<file path="src/rtl/qs_mq_pkg.sv">
// Shared definitions for the queue-select metadata router.
// Packet types, metadata field positions and default token scaling.
package qs_mq_pkg;

    localparam logic [2:0] PT_BE         = 3'd0;
    localparam logic [2:0] PT_RC         = 3'd1;
    localparam logic [2:0] PT_RC_NOSHAPE = 3'd2;
    localparam logic [2:0] PT_TSN        = 3'd3;

    localparam int MD_W        = 24;
    localparam int MD_TYPE_MSB = 23;
    localparam int MD_TYPE_LSB = 21;
    localparam int MD_LEN_MSB  = 20;
    localparam int MD_LEN_LSB  = 9;
    localparam int MD_DESC_MSB = 8;
    localparam int MD_DESC_LSB = 0;

    localparam int LEN_W  = MD_LEN_MSB - MD_LEN_LSB + 1;
    localparam int DESC_W = MD_DESC_MSB - MD_DESC_LSB + 1;

    localparam int DEF_TOKEN_SHIFT = 4;

endpackage

</file>
<file path="src/rtl/qs_mq_sat_cnt.sv">
// Saturating event counter with synchronous clear (clear beats increment).
// Ports: clk, rst_n (async, active-low), clr_i, inc_i, cnt_o[W].
module qs_sat_cnt #(
    parameter int W = 16
) (
    input  logic         clk,
    input  logic         rst_n,
    input  logic         clr_i,
    input  logic         inc_i,
    output logic [W-1:0] cnt_o
);

    logic [W-1:0] cnt_q;
    logic [W-1:0] cnt_d;

    always_comb begin
        cnt_d = cnt_q;
        if (clr_i) begin
            cnt_d = '0;
        end else if (inc_i && (cnt_q != '1)) begin
            cnt_d = cnt_q + W'(1);
        end
    end

    always_ff @(posedge clk or negedge rst_n) begin
        if (!rst_n) begin
            cnt_q <= '0;
        end else begin
            cnt_q <= cnt_d;
        end
    end

    assign cnt_o = cnt_q;

endmodule

</file>
<file path="src/rtl/qs_mq.sv">
// Queue select: maps metadata to TSN/RC/BE queues, one registered stage.
// Ports: in_qs_* (slot, metadata, strobe, full flags, counter clear);
// out_qs_md {token,desc}, one-hot out_qs_md_wr, drop and invalid counters.
module qs_mq
    import qs_mq_pkg::*;
#(
    parameter int NUM_TS_Q    = 2,
    parameter int TOKEN_W     = 7,
    parameter int TOKEN_SHIFT = DEF_TOKEN_SHIFT,
    parameter int CNT_W       = 16,
    localparam int NQ         = NUM_TS_Q + 2,
    localparam int TS_W       = $clog2(NUM_TS_Q)
) (
    input  logic                    clk,
    input  logic                    rst_n,
    input  logic [TS_W-1:0]         in_qs_time_slot,
    input  logic [MD_W-1:0]         in_qs_md,
    input  logic                    in_qs_md_wr,
    input  logic [NQ-1:0]           in_qs_q_full,
    input  logic                    in_qs_cnt_clr,
    output logic [DESC_W+TOKEN_W-1:0] out_qs_md,
    output logic [NQ-1:0]           out_qs_md_wr,
    output logic [NQ*CNT_W-1:0]     out_qs_drop_cnt,
    output logic [CNT_W-1:0]        out_qs_inv_cnt
);

    localparam int QW    = $clog2(NQ);
    localparam int OMD_W = DESC_W + TOKEN_W;
    localparam logic [31:0] TOK_MAX = (32'd1 << TOKEN_W) - 32'd1;

    logic [2:0]        pkt_type;
    logic [LEN_W-1:0]  len;
    logic [LEN_W-1:0]  len_sh;
    logic [DESC_W-1:0] desc;

    logic              type_ok;
    logic [QW-1:0]     tgt;
    logic              tgt_full;
    logic [TOKEN_W-1:0] tok;
    logic [NQ-1:0]     drop_vec;
    logic              inv_inc;

    logic [OMD_W-1:0]  md_d, md_q;
    logic [NQ-1:0]     wr_d, wr_q;

    assign pkt_type = in_qs_md[MD_TYPE_MSB:MD_TYPE_LSB];
    assign len      = in_qs_md[MD_LEN_MSB:MD_LEN_LSB];
    assign desc     = in_qs_md[MD_DESC_MSB:MD_DESC_LSB];
    assign len_sh   = len >> TOKEN_SHIFT;

    always_comb begin
        type_ok = 1'b1;
        tgt     = '0;
        unique case (pkt_type)
            PT_TSN:                tgt = QW'(in_qs_time_slot);
            PT_RC, PT_RC_NOSHAPE:  tgt = QW'(NUM_TS_Q);
            PT_BE:                 tgt = QW'(NUM_TS_Q + 1);
            default:               type_ok = 1'b0;
        endcase
    end

    // Shaped RC token: (len >> shift) - 2, clamped to [0, 2^TOKEN_W-1].
    always_comb begin
        tok = '0;
        if (pkt_type == PT_RC) begin
            if (len_sh < LEN_W'(2)) begin
                tok = '0;
            end else if ((32'(len_sh) - 32'd2) > TOK_MAX) begin
                tok = '1;
            end else begin
                tok = TOKEN_W'(len_sh - LEN_W'(2));
            end
        end
    end

    // Full flags are only consulted for valid types.
    assign tgt_full = in_qs_q_full[tgt];

    always_comb begin
        wr_d     = '0;
        md_d     = '0;
        drop_vec = '0;
        inv_inc  = 1'b0;
        if (in_qs_md_wr) begin
            if (!type_ok) begin
                inv_inc = 1'b1;
            end else if (tgt_full) begin
                drop_vec = NQ'(1) << tgt;
            end else begin
                wr_d = NQ'(1) << tgt;
                md_d = {tok, desc};
            end
        end
    end

    always_ff @(posedge clk or negedge rst_n) begin
        if (!rst_n) begin
            md_q <= '0;
            wr_q <= '0;
        end else begin
            md_q <= md_d;
            wr_q <= wr_d;
        end
    end

    assign out_qs_md    = md_q;
    assign out_qs_md_wr = wr_q;

    for (genvar q = 0; q < NQ; q++) begin : g_drop
        qs_sat_cnt #(.W(CNT_W)) u_drop (
            .clk   (clk),
            .rst_n (rst_n),
            .clr_i (in_qs_cnt_clr),
            .inc_i (drop_vec[q]),
            .cnt_o (out_qs_drop_cnt[q*CNT_W +: CNT_W])
        );
    end

    qs_sat_cnt #(.W(CNT_W)) u_inv (
        .clk   (clk),
        .rst_n (rst_n),
        .clr_i (in_qs_cnt_clr),
        .inc_i (inv_inc),
        .cnt_o (out_qs_inv_cnt)
    );

endmodule

</file>
<file path="config.mk">
export PLATFORM = sky130hd
export DESIGN_NAME = qs_mq
export DESIGN_NICKNAME = d
export VERILOG_FILES = /design/src/rtl/qs_mq_pkg.sv /design/src/rtl/qs_mq_sat_cnt.sv /design/src/rtl/qs_mq.sv
export SDC_FILE = /design/constraint.sdc
export NUM_CORES = 1
export LEC_CHECK = 0
export CAP_MARGIN = 20
export CORE_ASPECT_RATIO = 1.5
export CORE_MARGIN = 2
export CORE_UTILIZATION = 54
export CTS_CLUSTER_DIAMETER = 30
export DETAILED_ROUTE_END_ITERATION = 12
export HOLD_SLACK_MARGIN = 0.08
export PLACE_DENSITY = 0.94
export SLEW_MARGIN = 20
export SYNTH_ARGS = -nofsm -noshare
export SYNTH_HDL_FRONTEND = slang
export SYNTH_SLANG_ARGS = --single-unit
</file>
<file path="constraint.sdc">
create_clock -name clk -period 4.5 [get_ports clk]
set_input_delay 0.9 -clock clk [delete_from_list [all_inputs] [get_ports clk]]
set_output_delay 0.9 -clock clk [all_outputs]
set_load 0.01 [all_outputs]
</file>
==> summary.txt, run 1 <==
WL met2 -> 7.226 mm
I/O pin count -> 133
Period utilization -> 0.7274
Data arrival time of the worst path -> 3490 ps
Biggest area consumer among synthesized cells -> dfrtp_1
R2R Path Start -> g_drop[1].u_drop.cnt_o[0]
Vias in the first global route -> 4776
Most common cell after layout, fill and taps aside -> clkdlybuf4s50_1
Leak Pwr -> 2.641 nW
Setup crit end kind -> flip-flop
CP peak stage delay -> 660 ps
Critical path peak fanout -> 13
Yosys reg bits -> 100
Root Buffer -> clkbuf_16
Yosys top cell area share -> 0.4711
Via density -> 6.194
Area Growth Syn to Fin -> 30.84%
Hold crit path type -> flip-flop to flip-flop
Skew final -> 6.386 ps
Die ar. -> 10660 um^2
CP cell instances -> clkdlybuf4s50_1, nor4b_2, a211o_1, o211ai_1, clkbuf_4, nor4_1, mux2_2
Final non-filler cell total -> 799
# DRC -> 0
Max-slew violations -> 0
TritonCTS buffer count -> 9
Worst rel slew slack -> 0.3436
First DRT Iteration DRCs -> 397
M1 WL -> 5.369 mm
Num rows -> 44
Mapped cell area -> 5311 um^2
Setup_tns -> 0 ps
Final setup fails -> 0
WP data required -> 4720 ps
Die Ht -> 125.5 um
RSZ-0062 raised after global routing -> false
Nets -> 720
Critical-path top delay cell -> clkdlybuf4s50_1
Grt ovf -> 0
CP startpoint -> in_qs_md[22]
Syn nets -> 603
Antenna Nets Post-Route -> 0
F_max -> 0.3055 GHz
Placed Area -> 6654 um^2
Dominant cells by area after synthesis -> dfrtp_1, xnor2_1, nor2_1, a21oi_1, nand3_1
Post-synthesis sequential area ratio -> 0.4711
Layout cells sized above 1 -> 0.06433
Max-Cap Viols -> 0
Largest delay contributor family on the critical path -> buffers and inverters
Pwr dens -> 255.5 nW/um^2
CTS tree -> built
Clock-pin transition on the worst setup and hold timing paths -> 60 ps
Period minus WS final -> 3273 ps
Clock Latency Late Sink -> 340 ps
Status -> complete, no violations
HPWL Detailed -> 9.759 mm
Via count -> 4949
Starting Density -> 0.5513
Max VDD drop -> 0.0001860 V
Post-Place Cells -> 784
H-tree Lvls -> 3
Hold Fails Final Rpt -> 0
Ant diodes -> 0
Syn Area/Cell -> 9.417 um^2
Ys flop type -> dfrtp_1
Hold Crit Start -> g_drop[2].u_drop.cnt_o[6]
Port buffer count -> 128
Die Span X -> 84.98 um
Core ar. -> 9634 um^2
Clock Path Buffers -> 2
Largest net degree at the start of global routing -> 66
# resized after CTS -> 0
Least-Margin Pin Slew -> 984.6 ps
Post-synth EDFFs -> 0
First-pass GRT wire length -> 23.14 mm
Warnings from Yosys -> 0
Routed Wire Length -> 13.80 mm
CP Class -> input pin to flip-flop
DRT Pass-1 Iters -> 4
Syn Inst Count -> 564
Most frequent cells in the layout -> clkdlybuf4s50_1, dfrtp_1, nor2_1
CTS Hold Bufs -> 0
Overall routing resource usage -> 0.2655
RePlAce Congestion -> 0.8728
Final Cell Area -> 6949 um^2
Wire length per cell -> 17.27 um
Fraction of registers with async set/reset -> 1.000
Cell variety after synth -> 58
Sum of buffers and inverters on the critical path -> 2
Setup bufs post-CTS -> 0
Initial antenna violation count -> 0
WL met3 -> 883 um
CTS sink cnt -> 100
DR top layer -> met4
Startpoint types -> input pin
layer usage:
metal | global-route usage | vias to the layer above
met3 | 0.05149 | 23
met5 | 0 | -
li1 | - | 2312
met2 | 0.4554 | 192
met1 | 0.3221 | 2422
met4 | 0.1130 | 0
worst reg2reg max path: stages (launching register included):
cell,delay (ps)
dfrtp_1,450
ha_1,300
nand4_1,120
nor4_1,80
or3_1,590
nor4_1,440
mux2_2,390
synth_stat cells, types with 16 or more instances:
| cell type | n |
|---|---|
| o21ai_0 | 19 |
| nor4_1 | 18 |
| nor3_1 | 16 |
| xnor2_1 | 33 |
| a21oi_1 | 40 |
| nor2_1 | 65 |
| nand3_1 | 33 |
| nand4_1 | 26 |
| nand2_1 | 27 |
| clkbuf_1 | 18 |
| dfrtp_1 | 100 |
| or4_1 | 16 |
cell families after synthesis:
kind of cell,count (synthesis),synth area share
multiplexers,7,0.01460
buffers and inverters,40,0.03156
AO/OA/AOI/OAI,101,0.1230
flip-flops,100,0.4711
XOR/XNOR,41,0.06761
adder cells (fa/ha/maj),6,0.01413
AND/OR/NAND/NOR,269,0.2780
metrics by stage:
| stage | total power [W] | hold slack, ps | worst slack [ps] | util |
|---|---|---|---|---|
| 5_1_grt | 0.001845 | 584.9 | 1078 | 0.7213 |
| 3_5_place_dp | 0.001057 | 546.1 | 782.6 | 0.6906 |
| 2_1_floorplan | 0.0009830 | 543.6 | 1881 | - |
| 6_report | 0.001776 | 554.0 | 1227 | 0.7213 |
| 4_1_cts | 0.001790 | 554.8 | 1125 | 0.7190 |
| 3_3_place_gp | 0.001052 | 520.5 | 867.0 | 0.6906 |
state kept, by name (all words and copies together), names as in the netlist:
| signal | count |
|---|---|
| out_qs_md_wr | 4 |
| u_inv.cnt_o | 16 |
| out_qs_md | 16 |
| g_drop.u_drop.cnt_o | 64 |
report_power, final:
part	switching (W)	total, W	internal [W]
Clock	0.000311	0.000734	0.000423
Sequential	0.00000371	0.000909	0.000905
Combinational	0.0000818	0.000133	0.0000510
Total	0.000397	0.00178	0.00138
path summary, 6_finish.rpt:
check,to,cells past startpoint,slack (ps)
setup / recovery,g_drop[2].u_drop.cnt_o[13],7,1230
hold / removal,g_drop[2].u_drop.cnt_o[6],1,550
setup reg to reg,g_drop[1].u_drop.cnt_o[6],6,2010
hold reg to reg,g_drop[2].u_drop.cnt_o[6],1,550
max in group asynchronous,g_drop[0].u_drop.cnt_o[4],2,2840
min in group asynchronous,g_drop[1].u_drop.cnt_o[2],1,650
final cells by class:
| class | count | area (um^2) |
|---|---|---|
| flip-flops and latches | 100 | 2502 |
| multi-input cells | 424 | 2663 |
| fillers | 664 | 2685 |
| inverters | 11 | 41.29 |
| repair buffers | 135 | 1326 |
| well taps | 115 | 143.9 |
| clock buffers | 11 | 232.7 |
| clock inverters | 3 | 40.04 |
(Power assumes the default switching activity.)
==> inputs of run 2 (changes only) <==
--- a/config.mk
+++ b/config.mk
@@ -8,11 +8,11 @@
 export CAP_MARGIN = 20
 export CORE_ASPECT_RATIO = 1.5
 export CORE_MARGIN = 2
-export CORE_UTILIZATION = 54
+export CORE_UTILIZATION = 50
 export CTS_CLUSTER_DIAMETER = 30
 export DETAILED_ROUTE_END_ITERATION = 12
 export HOLD_SLACK_MARGIN = 0.08
-export PLACE_DENSITY = 0.94
+export PLACE_DENSITY = 0.88
 export SLEW_MARGIN = 20
 export SYNTH_ARGS = -nofsm -noshare
 export SYNTH_HDL_FRONTEND = slang
==> constraint.sdc (replaced) <==
create_clock -name clk -period 3.4 [get_ports clk]
set_input_delay 0.68 -clock clk [delete_from_list [all_inputs] [get_ports clk]]
set_output_delay 0.68 -clock clk [all_outputs]
set_load 0.01 [all_outputs]
==> summary.txt, run 2 (synthesis results as in run 1) <==
Max VDD drop -> 0.0002478 V (was 0.0001860 V)
CP startpoint -> in_qs_md[21] (was in_qs_md[22])
Root Buffer -> clkbuf_16 (unchanged)
CP Class -> input pin to flip-flop (unchanged)
Post-Place Worst Slack -> 248.0 ps (was 782.6 ps)
TritonCTS buffer count -> 9 (unchanged)
Critical-path top delay cell -> a211oi_1 (was clkdlybuf4s50_1)
Hold crit path type -> input pin to asynchronous set/reset pin (was flip-flop to flip-flop)
Layout cells sized above 1 -> 0.07914 (was 0.06433)
Via count -> 4949 (unchanged)
Setup_tns -> 0 ps (unchanged)
Die ar. -> 11480 um^2 (was 10660 um^2)
Initial antenna violation count -> 0 (unchanged)
Port buffer count -> 128 (unchanged)
Worst reg-to-reg setup slack -> 940 ps (was 2010 ps)
Final core utilization -> 0.6755 (was 0.7213)
DRT Pass-1 Iters -> 5 (was 4)
RePlAce Congestion -> 0.8496 (was 0.8728)
Max-slew violations -> 0 (unchanged)
Busiest grt layer -> met2 (unchanged)
Most common cell after layout, fill and taps aside -> clkdlybuf4s50_1 (unchanged)
Largest delay contributor family on the critical path -> compound AO/OA/AOI/OAI gates (was buffers and inverters)
Clock-pin transition on the worst setup and hold timing paths -> 60 ps (about the same)
Setup bufs post-CTS -> 0 (unchanged)
CP cell instances -> clkdlybuf4s50_1, and3b_1, a211oi_1, buf_4, a211oi_1, nand3_1, mux2_2 (was clkdlybuf4s50_1, nor4b_2, a211o_1, o211ai_1, clkbuf_4, nor4_1, mux2_2)
Hold Fails Final Rpt -> 0 (unchanged)
CTS sink cnt -> 100 (unchanged)
Period minus WS final -> 2832 ps
GR Layer Usage met3 -> 0.05693 (was 0.05149)
Via density -> 5.899 (was 6.194)
Overall routing resource usage -> 0.2485 (was 0.2655)
R2R Path Start -> g_drop[1].u_drop.cnt_o[0] (unchanged)
Wire length per cell -> 16.35 um (was 17.27 um)
Routed Wire Length -> 13.71 mm (was 13.80 mm)
Die Span X -> 88.16 um (was 84.98 um)
Core ar. -> 10480 um^2 (was 9634 um^2)
Skew final -> 9.188 ps (was 6.386 ps)
Met1 usage -> 0.2990 (was 0.3221)
Max-Cap Viols -> 0 (unchanged)
Fin worst setup slack -> 568.2 ps (was 1227 ps)
Number of flip-flops in the largest register -> 64 (unchanged)
CTS Hold Bufs -> 0 (unchanged)
Met2 usage -> 0.4300 (was 0.4554)
Grt ovf -> 0 (unchanged)
CP peak stage delay -> 780 ps (was 660 ps)
H-tree Lvls -> 3 (unchanged)
Most frequent cells in the layout -> clkdlybuf4s50_1, dfrtp_1, nor2_1 (unchanged)
Final Cell Area -> 7076 um^2 (was 6949 um^2)
Clock Latency Late Sink -> 340 ps (about the same)
Data arrival time of the worst path -> 3050 ps (was 3490 ps)
Worst rel slew slack -> 0.3427 (was 0.3436)
HPWL Detailed -> 9.947 mm (was 9.759 mm)
F_max -> 0.3531 GHz
RSZ-0062 raised after global routing -> false (unchanged)
Pwr dens -> 341.2 nW/um^2 (was 255.5 nW/um^2)
Setup crit end kind -> flip-flop (unchanged)
Sum of buffers and inverters on the critical path -> 2 (unchanged)
Period utilization -> 0.8329
Area Growth Syn to Fin -> 33.22% (was 30.84%)
Largest net degree at the start of global routing -> 77 (was 66)
Antenna Nets Post-Route -> 0 (unchanged)
CTS tree -> built (unchanged)
R2r endpoint -> g_drop[1].u_drop.cnt_o[5] (was g_drop[1].u_drop.cnt_o[6])
Ant diodes -> 0 (unchanged)
Status -> complete, no violations (unchanged)
Die Ht -> 130.2 um (was 125.5 um)
Final setup fails -> 0 (unchanged)
Cell count of the worst reg-to-reg path -> 6 (unchanged)
# resized after CTS -> 0 (unchanged)
Nets -> 730 (was 720)
Startpoint types -> input pin (unchanged)
First DRT Iteration DRCs -> 242 (was 397)
Vias in the first global route -> 4917 (was 4776)
Leak Pwr -> 2.681 nW (was 2.641 nW)
Placed Area -> 6773 um^2 (was 6654 um^2)
First-pass GRT wire length -> 22.81 mm (was 23.14 mm)
WP data required -> 3620 ps (was 4720 ps)
Critical path peak fanout -> 7 (was 13)
Num rows -> 46 (was 44)
I/O pin count -> 133 (unchanged)
Starting Density -> 0.5070 (was 0.5513)
Clock Path Buffers -> 2 (unchanged)
Crit path top cell by count -> a211oi_1
Least-Margin Pin Slew -> 980.0 ps (was 984.6 ps)
# DRC -> 0 (unchanged)
run 2: area by class of cell:
type	instances	area, um^2
repair buffers	145	1401
multi-input cells	424	2648
clock inverters	3	46.29
flip-flops and latches	100	2502
well taps	144	180.2
clock buffers	12	256.5
inverters	11	41.29
fillers	858	3400
run 2: worst max-delay path by stage:
stage / end / cells past startpoint
2_1_floorplan: g_drop[0].u_drop.cnt_o[13] / 7
3_3_place_gp: g_drop[2].u_drop.cnt_o[2] / 7
3_5_place_dp: g_drop[2].u_drop.cnt_o[2] / 7
4_1_cts: g_drop[2].u_drop.cnt_o[2] / 7
5_1_grt: g_drop[2].u_drop.cnt_o[2] / 7
6_report: g_drop[2].u_drop.cnt_o[2] / 7
run 2: where the power goes:
| group | switching [W] | internal, W |
|---|---|---|
| Clock | 0.000423 | 0.000608 |
| Combinational | 0.000106 | 0.0000730 |
| Sequential | 0.00000587 | 0.00120 |
run 2: metrics by stage:
step / power, W / hold WS, ps / cells
2_1_floorplan: 0.001301 / 384.4 / 564
3_3_place_gp: 0.001398 / 537.2 / 824
3_5_place_dp: 0.001406 / 562.8 / 824
4_1_cts: 0.002433 / 522.3 / 839
5_1_grt: 0.002500 / 559.2 / 839
6_report: 0.002414 / 476.3 / 839
run 2: metal layers:
layer | share of wire | vias to the layer above
met5 | 0 | -
met4 | 0.022 | 0
li1 | - | 2341
met1 | 0.39 | 2416
met3 | 0.059 | 25
met2 | 0.53 | 167
